## config.mk

```make
export PLATFORM = sky130hd
export DESIGN_NAME = tl_ac_channel_arbiter_flat
export DESIGN_NICKNAME = d
export VERILOG_FILES = /design/src/rtl/tl_ac_channel_arbiter_if.sv /design/src/rtl/tl_ac_channel_arbiter.sv /design/src/flat_wrapper.sv
export SDC_FILE = /design/constraint.sdc
export NUM_CORES = 1
export LEC_CHECK = 0
export ABC_AREA = 1
export BUFFER_PORTS_ARGS = -buffer_cell sky130_fd_sc_hd__buf_4
export CAP_MARGIN = 10
export CORE_AREA = 2 2 96 98
export CTS_BUF_LIST = sky130_fd_sc_hd__clkbuf_16
export CTS_CLUSTER_DIAMETER = 80
export DETAILED_ROUTE_END_ITERATION = 6
export DIE_AREA = 0 0 98 100
export PLACE_DENSITY = 0.63
export SYNTH_ARGS = -nofsm -noshare
export SYNTH_HDL_FRONTEND = slang
export SYNTH_SLANG_ARGS = --single-unit
```

## constraint.sdc

```tcl
create_clock -name clk -period 3.84 [get_ports clk]
set_input_delay 0.768 -clock clk [delete_from_list [all_inputs] [get_ports clk]]
set_output_delay 0.768 -clock clk [all_outputs]
set_load 0.01 [all_outputs]
```

## src/rtl/tl_ac_channel_arbiter_if.sv

```systemverilog
// TileLink A/C merge bundle: the A and C source channels plus the merged
// stream toward the TL-to-AXI bridge. The arbiter uses the slave modport.
interface tl_ac_channel_arbiter_if #(
    parameter int unsigned BW_DATA   = 32,
    parameter int unsigned BW_ADDR   = 32,
    parameter int unsigned BW_SOURCE = 2,
    parameter int unsigned BW_SIZE   = 4
);
    localparam int unsigned BW_MASK = BW_DATA / 8;

    // A channel (Get/Put/Acquire)
    logic                 a_valid;
    logic                 a_ready;
    logic [2:0]           a_opcode;
    logic [2:0]           a_param;
    logic [BW_SIZE-1:0]   a_size;
    logic [BW_SOURCE-1:0] a_source;
    logic [BW_ADDR-1:0]   a_address;
    logic [BW_MASK-1:0]   a_mask;
    logic [BW_DATA-1:0]   a_data;

    // C channel (ProbeAck/Release), no mask
    logic                 c_valid;
    logic                 c_ready;
    logic [2:0]           c_opcode;
    logic [2:0]           c_param;
    logic [BW_SIZE-1:0]   c_size;
    logic [BW_SOURCE-1:0] c_source;
    logic [BW_ADDR-1:0]   c_address;
    logic [BW_DATA-1:0]   c_data;

    // Merged stream
    logic                 m_valid;
    logic                 m_ready;
    logic                 m_chan;
    logic [2:0]           m_opcode;
    logic [2:0]           m_param;
    logic [BW_SIZE-1:0]   m_size;
    logic [BW_SOURCE-1:0] m_source;
    logic [BW_ADDR-1:0]   m_address;
    logic [BW_MASK-1:0]   m_mask;
    logic [BW_DATA-1:0]   m_data;
    logic                 m_first;
    logic                 m_last;

    // Arbiter side
    modport slave (
        input  a_valid, a_opcode, a_param, a_size, a_source, a_address, a_mask, a_data,
        output a_ready,
        input  c_valid, c_opcode, c_param, c_size, c_source, c_address, c_data,
        output c_ready,
        output m_valid, m_chan, m_opcode, m_param, m_size, m_source, m_address,
               m_mask, m_data, m_first, m_last,
        input  m_ready
    );

    // Tile / bridge side
    modport master (
        output a_valid, a_opcode, a_param, a_size, a_source, a_address, a_mask, a_data,
        input  a_ready,
        output c_valid, c_opcode, c_param, c_size, c_source, c_address, c_data,
        input  c_ready,
        input  m_valid, m_chan, m_opcode, m_param, m_size, m_source, m_address,
               m_mask, m_data, m_first, m_last,
        output m_ready
    );
endinterface

```

## src/rtl/tl_ac_channel_arbiter.sv

```systemverilog
// Merges the TileLink A and C channels into one message stream. Grants change
// only at message boundaries; multi-beat messages are never interleaved.
// Datapath and ready regeneration are combinational; grant/state/count are
// registered.
module tl_ac_channel_arbiter #(
    parameter int unsigned BW_DATA       = 32,
    parameter int unsigned BW_ADDR       = 32,
    parameter int unsigned BW_SOURCE     = 2,
    parameter int unsigned BW_SIZE       = 4,
    parameter int unsigned MAX_SIZE_LOG2 = 6,
    parameter bit          C_PRIORITY    = 1'b1
) (
    input  logic                    clk,
    input  logic                    rstnn,
    tl_ac_channel_arbiter_if.slave  bus,
    output logic                    err_oversize
);
    localparam int unsigned BW_MASK    = BW_DATA / 8;
    localparam int unsigned BYTES_LOG2 = $clog2(BW_MASK);
    localparam int unsigned CNT_W      = MAX_SIZE_LOG2 - BYTES_LOG2 + 1;

    localparam logic [1:0] IDLE  = 2'd0;
    localparam logic [1:0] HOLD  = 2'd1;
    localparam logic [1:0] BURST = 2'd2;

    localparam logic CH_A = 1'b0;
    localparam logic CH_C = 1'b1;

    logic [1:0]       state, state_nxt;
    logic             gnt_chan, gnt_chan_nxt;
    logic             rr_last, rr_last_nxt;
    logic [CNT_W-1:0] beat_cnt, beat_cnt_nxt;
    logic             err_nxt;

    logic             pick_chan;
    logic             sel_chan;
    logic             sel_valid;
    logic [2:0]       sel_opcode;
    logic [BW_SIZE-1:0] sel_size;
    logic             sel_has_data;
    logic             sel_oversize;
    logic [31:0]      size_clamp;
    logic [CNT_W-1:0] sel_beats;
    logic             granted;

    // Boundary arbitration among currently valid channels
    always_comb begin
        pick_chan = CH_A;
        if (bus.a_valid && bus.c_valid) begin
            pick_chan = C_PRIORITY ? CH_C : ~rr_last;
        end else if (bus.c_valid) begin
            pick_chan = CH_C;
        end
    end

    // Grant is live arbitration in IDLE, frozen otherwise
    assign sel_chan  = (state == IDLE) ? pick_chan : gnt_chan;
    assign sel_valid = (sel_chan == CH_C) ? bus.c_valid : bus.a_valid;
    assign granted   = (state != IDLE) || sel_valid;

    assign sel_opcode = (sel_chan == CH_C) ? bus.c_opcode : bus.a_opcode;
    assign sel_size   = (sel_chan == CH_C) ? bus.c_size   : bus.a_size;

    // Beat count of the message at the head of the granted channel
    always_comb begin
        sel_has_data = (sel_chan == CH_C) ? sel_opcode[0] : ~sel_opcode[2];
        sel_oversize = 32'(sel_size) > 32'(MAX_SIZE_LOG2);
        size_clamp   = sel_oversize ? 32'(MAX_SIZE_LOG2) : 32'(sel_size);
        sel_beats    = CNT_W'(1);
        if (sel_has_data && (size_clamp > 32'(BYTES_LOG2))) begin
            sel_beats = CNT_W'(1) << (size_clamp - 32'(BYTES_LOG2));
        end
    end

    // Merged payload and handshake pass-through
    always_comb begin
        bus.m_valid   = sel_valid;
        bus.m_chan    = sel_chan;
        bus.m_opcode  = sel_opcode;
        bus.m_size    = sel_size;
        bus.m_param   = (sel_chan == CH_C) ? bus.c_param   : bus.a_param;
        bus.m_source  = (sel_chan == CH_C) ? bus.c_source  : bus.a_source;
        bus.m_address = (sel_chan == CH_C) ? bus.c_address : bus.a_address;
        bus.m_data    = (sel_chan == CH_C) ? bus.c_data    : bus.a_data;
        bus.m_mask    = (sel_chan == CH_C) ? {BW_MASK{1'b1}} : bus.a_mask;
        bus.a_ready   = granted && (sel_chan == CH_A) && bus.m_ready;
        bus.c_ready   = granted && (sel_chan == CH_C) && bus.m_ready;
        bus.m_first   = (state != BURST);
        if (state == BURST) begin
            bus.m_last = (beat_cnt == CNT_W'(1));
        end else begin
            bus.m_last = sel_valid && (sel_beats == CNT_W'(1));
        end
    end

    // Next-state, grant, beat counter, rr pointer and sticky error
    always_comb begin
        state_nxt    = state;
        gnt_chan_nxt = gnt_chan;
        rr_last_nxt  = rr_last;
        beat_cnt_nxt = beat_cnt;
        err_nxt      = err_oversize;
        case (state)
            IDLE, HOLD: begin
                if (sel_valid) begin
                    gnt_chan_nxt = sel_chan;
                    if (bus.m_ready) begin
                        if (sel_oversize) begin
                            err_nxt = 1'b1;
                        end
                        if (sel_beats > CNT_W'(1)) begin
                            state_nxt    = BURST;
                            beat_cnt_nxt = sel_beats - CNT_W'(1);
                        end else begin
                            state_nxt   = IDLE;
                            rr_last_nxt = sel_chan;
                        end
                    end else begin
                        state_nxt = HOLD;
                    end
                end
            end
            BURST: begin
                if (sel_valid && bus.m_ready) begin
                    beat_cnt_nxt = beat_cnt - CNT_W'(1);
                    if (beat_cnt == CNT_W'(1)) begin
                        state_nxt   = IDLE;
                        rr_last_nxt = gnt_chan;
                    end
                end
            end
            default: begin
                state_nxt = IDLE;
            end
        endcase
    end

    // State registers
    always_ff @(posedge clk or negedge rstnn) begin
        if (!rstnn) begin
            state        <= IDLE;
            gnt_chan     <= CH_A;
            rr_last      <= CH_A;
            beat_cnt     <= '0;
            err_oversize <= 1'b0;
        end else begin
            state        <= state_nxt;
            gnt_chan     <= gnt_chan_nxt;
            rr_last      <= rr_last_nxt;
            beat_cnt     <= beat_cnt_nxt;
            err_oversize <= err_nxt;
        end
    end
endmodule

```

## src/flat_wrapper.sv

```systemverilog
// flat-port wrapper written by rule: the top's interface ports become plain ports
module tl_ac_channel_arbiter_flat 
#(
    parameter int unsigned BW_DATA       = 32,
    parameter int unsigned BW_ADDR       = 32,
    parameter int unsigned BW_SOURCE     = 2,
    parameter int unsigned BW_SIZE       = 4,
    parameter int unsigned MAX_SIZE_LOG2 = 6,
    parameter bit          C_PRIORITY    = 1'b1
)
  (clk, rstnn, err_oversize, bus_a_valid, bus_a_opcode, bus_a_param, bus_a_size, bus_a_source, bus_a_address, bus_a_mask, bus_a_data, bus_a_ready, bus_c_valid, bus_c_opcode, bus_c_param, bus_c_size, bus_c_source, bus_c_address, bus_c_data, bus_c_ready, bus_m_valid, bus_m_chan, bus_m_opcode, bus_m_param, bus_m_size, bus_m_source, bus_m_address, bus_m_mask, bus_m_data, bus_m_first, bus_m_last, bus_m_ready);
  tl_ac_channel_arbiter_if #(.BW_DATA(BW_DATA), .BW_ADDR(BW_ADDR), .BW_SOURCE(BW_SOURCE), .BW_SIZE(BW_SIZE)) bus_i ();
  input  logic clk;
  input  logic rstnn;
  output logic err_oversize;
  input wire logic [$bits(bus_i.a_valid)-1:0] bus_a_valid;
  input wire logic [$bits(bus_i.a_opcode)-1:0] bus_a_opcode;
  input wire logic [$bits(bus_i.a_param)-1:0] bus_a_param;
  input wire logic [$bits(bus_i.a_size)-1:0] bus_a_size;
  input wire logic [$bits(bus_i.a_source)-1:0] bus_a_source;
  input wire logic [$bits(bus_i.a_address)-1:0] bus_a_address;
  input wire logic [$bits(bus_i.a_mask)-1:0] bus_a_mask;
  input wire logic [$bits(bus_i.a_data)-1:0] bus_a_data;
  output wire logic [$bits(bus_i.a_ready)-1:0] bus_a_ready;
  input wire logic [$bits(bus_i.c_valid)-1:0] bus_c_valid;
  input wire logic [$bits(bus_i.c_opcode)-1:0] bus_c_opcode;
  input wire logic [$bits(bus_i.c_param)-1:0] bus_c_param;
  input wire logic [$bits(bus_i.c_size)-1:0] bus_c_size;
  input wire logic [$bits(bus_i.c_source)-1:0] bus_c_source;
  input wire logic [$bits(bus_i.c_address)-1:0] bus_c_address;
  input wire logic [$bits(bus_i.c_data)-1:0] bus_c_data;
  output wire logic [$bits(bus_i.c_ready)-1:0] bus_c_ready;
  output wire logic [$bits(bus_i.m_valid)-1:0] bus_m_valid;
  output wire logic [$bits(bus_i.m_chan)-1:0] bus_m_chan;
  output wire logic [$bits(bus_i.m_opcode)-1:0] bus_m_opcode;
  output wire logic [$bits(bus_i.m_param)-1:0] bus_m_param;
  output wire logic [$bits(bus_i.m_size)-1:0] bus_m_size;
  output wire logic [$bits(bus_i.m_source)-1:0] bus_m_source;
  output wire logic [$bits(bus_i.m_address)-1:0] bus_m_address;
  output wire logic [$bits(bus_i.m_mask)-1:0] bus_m_mask;
  output wire logic [$bits(bus_i.m_data)-1:0] bus_m_data;
  output wire logic [$bits(bus_i.m_first)-1:0] bus_m_first;
  output wire logic [$bits(bus_i.m_last)-1:0] bus_m_last;
  input wire logic [$bits(bus_i.m_ready)-1:0] bus_m_ready;
  assign bus_i.a_valid = bus_a_valid;
  assign bus_i.a_opcode = bus_a_opcode;
  assign bus_i.a_param = bus_a_param;
  assign bus_i.a_size = bus_a_size;
  assign bus_i.a_source = bus_a_source;
  assign bus_i.a_address = bus_a_address;
  assign bus_i.a_mask = bus_a_mask;
  assign bus_i.a_data = bus_a_data;
  assign bus_a_ready = bus_i.a_ready;
  assign bus_i.c_valid = bus_c_valid;
  assign bus_i.c_opcode = bus_c_opcode;
  assign bus_i.c_param = bus_c_param;
  assign bus_i.c_size = bus_c_size;
  assign bus_i.c_source = bus_c_source;
  assign bus_i.c_address = bus_c_address;
  assign bus_i.c_data = bus_c_data;
  assign bus_c_ready = bus_i.c_ready;
  assign bus_m_valid = bus_i.m_valid;
  assign bus_m_chan = bus_i.m_chan;
  assign bus_m_opcode = bus_i.m_opcode;
  assign bus_m_param = bus_i.m_param;
  assign bus_m_size = bus_i.m_size;
  assign bus_m_source = bus_i.m_source;
  assign bus_m_address = bus_i.m_address;
  assign bus_m_mask = bus_i.m_mask;
  assign bus_m_data = bus_i.m_data;
  assign bus_m_first = bus_i.m_first;
  assign bus_m_last = bus_i.m_last;
  assign bus_i.m_ready = bus_m_ready;
  tl_ac_channel_arbiter #(.BW_DATA(BW_DATA), .BW_ADDR(BW_ADDR), .BW_SOURCE(BW_SOURCE), .BW_SIZE(BW_SIZE), .MAX_SIZE_LOG2(MAX_SIZE_LOG2), .C_PRIORITY(C_PRIORITY)) u_core (.clk(clk), .rstnn(rstnn), .bus(bus_i), .err_oversize(err_oversize));
endmodule
```

==> results.json <==
{
  "cp-start-kind": "primary input",
  "crit_fanout": 4,
  "r2r_setup_slack_ps": 910,
  "die-area_mm2": 0.00980,
  "cts.sinks": 9,
  "multiInputGateArea_mm2": 0.00169,
  "final_common_cell": "nand2_1",
  "setup_viol": 0,
  "placedInstanceArea_mm2": 0.00400,
  "leakage_uw": 0.00255,
  "status": "completed",
  "fin_nets": 829,
  "yosys_register_bits": 9,
  "period_minus_slack_ps": 3680,
  "gp_congestion": 0.884,
  "placed_cells": 764,
  "cp.required_ps": 3070,
  "ys_types": 27,
  "drive_above_1_share_pct": 45.6,
  "clk_pin_slew_ps": 40,
  "floorplan.rows": 35,
  "fin_crit_sh_pct": 95.8,
  "clockBufferDepth": 2,
  "powerDensity_mw_per_mm2": 711,
  "port_buffers": 247,
  "fmax_ghz": 0.272,
  "ir_drop_mv": 0.282,
  "ant_nets": 0,
  "grt_max_degree": 81,
  "final_cell_mix": "nand2_1 (258), buf_4 (253), inv_1 (24), nand3_1 (21), nor2_1 (15)",
  "startpoint": "bus_c_valid",
  "worstSkewPairLatency_ps": 230,
  "ff_latch_area_um2": 225,
  "crit_arrival_ps": 2910,
  "cts_tree": "built",
  "drc": 0,
  "dpl.hpwl_um": 8670,
  "synth_nets": 587,
  "via_count": 3340,
  "grt_use_total_pct": 19.1,
  "finalHoldViolations": 0,
  "tns_ps": 0,
  "routed_wl_um": 10100,
  "htree_levels": 1,
  "yosysWarnings": 0,
  "hp-class": "primary input to asynchronous set/reset pin",
  "drt_iter0_drc": 102,
  "syn_avg_cell_area_um2": 4.90,
  "ios": 248,
  "core_area_mm2": 0.00889,
  "critPathKind": "primary input to output port",
  "die_w_um": 98,
  "instances_no_fill": 771,
  "vias_per_cell": 4.33,
  "maxSlewViolCount": 0,
  "cap_violations": 0,
  "reg2reg_depth": 20,
  "cts_root_buf": "clkbuf_16",
  "cts_buffers": 3,
  "grt-ovfl-total": 0,
  "nFillCells": 979,
  "worst-slew-pin-transition_ps": 797,
  "synth_cells": 419,
  "design_area_mm2": 0.00416,
  "start_util_pct": 23.1,
  "r2r_start": "u_core.state[1]",
  "grt_pass1_vias": 3141,
  "yosysSeqAreaShare_pct": 11.0,
  "synth_area_mm2": 0.00205,
  "fin_skew_ps": 1.36,
  "slew-limit-headroom_pct": 46.9,
  "wire_per_inst_um": 13.1,
  "fp.dieH_um": 100,
  "drt-pass1-iter-count": 4,
  "diodes": 0,
  "area_delta_synth_final_pct": 103,
  "end_kind": "output port",
  "grt_pass1_wl_um": 15500,
  "antenna_found_initial": 0
}
==> path summary, 6_finish.rpt <==
| kind | end |
|---|---|
| worst max-delay path | bus_m_last |
| worst min-delay path | u_core.beat_cnt[2] |
| worst max register to register | u_core.beat_cnt[2] |
| worst min register to register | u_core.err_oversize |
| max in group asynchronous | u_core.state[1] |
| min in group clk | u_core.err_oversize |
==> kinds of logic (layout without fill, tap and decap cells) <==
family                   Yosys count  in the layout  share of synthesized area (%)
AO/OA/AOI/OAI                     19             19                           5.31
XOR/XNOR                           1              1                          0.427
adder cells (fa/ha/maj)            7              7                           4.27
buffers and inverters             48            289                           9.15
flip-flops                         9              9                           11.0
other                              1              1                          0.183
AND/OR/NAND/NOR                  334            334                           69.7
==> synthesized netlist by cell type <==
cell type  count  area (um2)
nand2_1      262         983
inv_1         23        86.3
nand3_1       23         115
nor2_1        17        63.8
clkbuf_1      15        56.3
dfrtp_1        9         225
inv_2          8        30.0
o21ai_0        8        40.0
ha_1           7        87.6
nand4_1        7        43.8
nand2_2        6        37.5
a21oi_1        5        25.0
nand3_2        5        50.1
nand2_4        4        45.0
or2_2          4        25.0
nor2_4         3        33.8
nor2_2         2        12.5
o21ai_2        2        17.5
a211oi_1       1        7.51
a21o_1         1        7.51
a31oi_1        1        6.26
buf_6          1        11.3
clkinv_1       1        3.75
conb_1         1        3.75
nor2_8         1        20.0
o21ai_1        1        5.00
xor2_1         1        8.76
==> per-stage QoR <==
| stage | setup slack [ps] | power (uW) | util [%] | hold slack, ps |
|---|---|---|---|---|
| 2_1_floorplan | 384 | 1600 | - | 464 |
| 3_3_place_gp | 127 | 2690 | 45.0 | 445 |
| 3_5_place_dp | -9.37 | 2720 | 45.0 | 454 |
| 4_1_cts | 13.6 | 2910 | 45.9 | 355 |
| 5_1_grt | -19.8 | 3250 | 46.8 | 354 |
| 6_report | 160 | 2960 | 46.8 | 351 |
==> registers in the layout, summed over array words and instances, names as in the netlist <==
name / flops
u_core.beat_cnt: 5
u_core.state: 2
u_core.err_oversize: 1
u_core.gnt_chan: 1
==> worst max-delay path: stages <==
cell,delay [ps]
buf_4,130
inv_2,40
nand2_1,90
nand3_1,100
nand2_1,90
nand2_2,110
inv_1,70
ha_1,220
ha_4,280
nand2_2,70
inv_1,60
nand4_1,100
nand2_2,100
ha_2,170
nand2_1,60
nor2_2,100
nand3_1,70
a21oi_1,130
buf_4,140
==> power breakdown <==
part           switching [uW]  leakage [uW]  total (uW)  internal, uW
Sequential               44.3      0.000111         176           131
Clock                    44.5     0.0000423         181           136
Combinational            1500       0.00240        2600          1100
==> per-layer routing <==
layer  global-route usage (%)  up-vias  routed length, um
li1                         -     1765                  -
met1                     23.0     1439               4160
met2                     34.1      122               4980
met3                     5.50       14                789
met4                     3.63        0                209
met5                        0        -                  0
==> cell type report <==
cell class	count	share of cell area (%)
repair buffers	253	45.7
flip-flops and latches	9	5.42
well taps	111	3.34
clock inverters	1	0.0903
multi-input cells	362	40.7
inverters	32	2.95
clock buffers	3	1.81
==> what timing repair did <==
action | in CTS | in global routing
setup buffers | 0 | 3
setup endpoints to repair | 1 | 1
gates cloned | 0 | 0
gates resized for setup | 1 | 13
pin swaps | 0 | 5
hold buffers | 0 | 0
(Power assumes the default switching activity.)
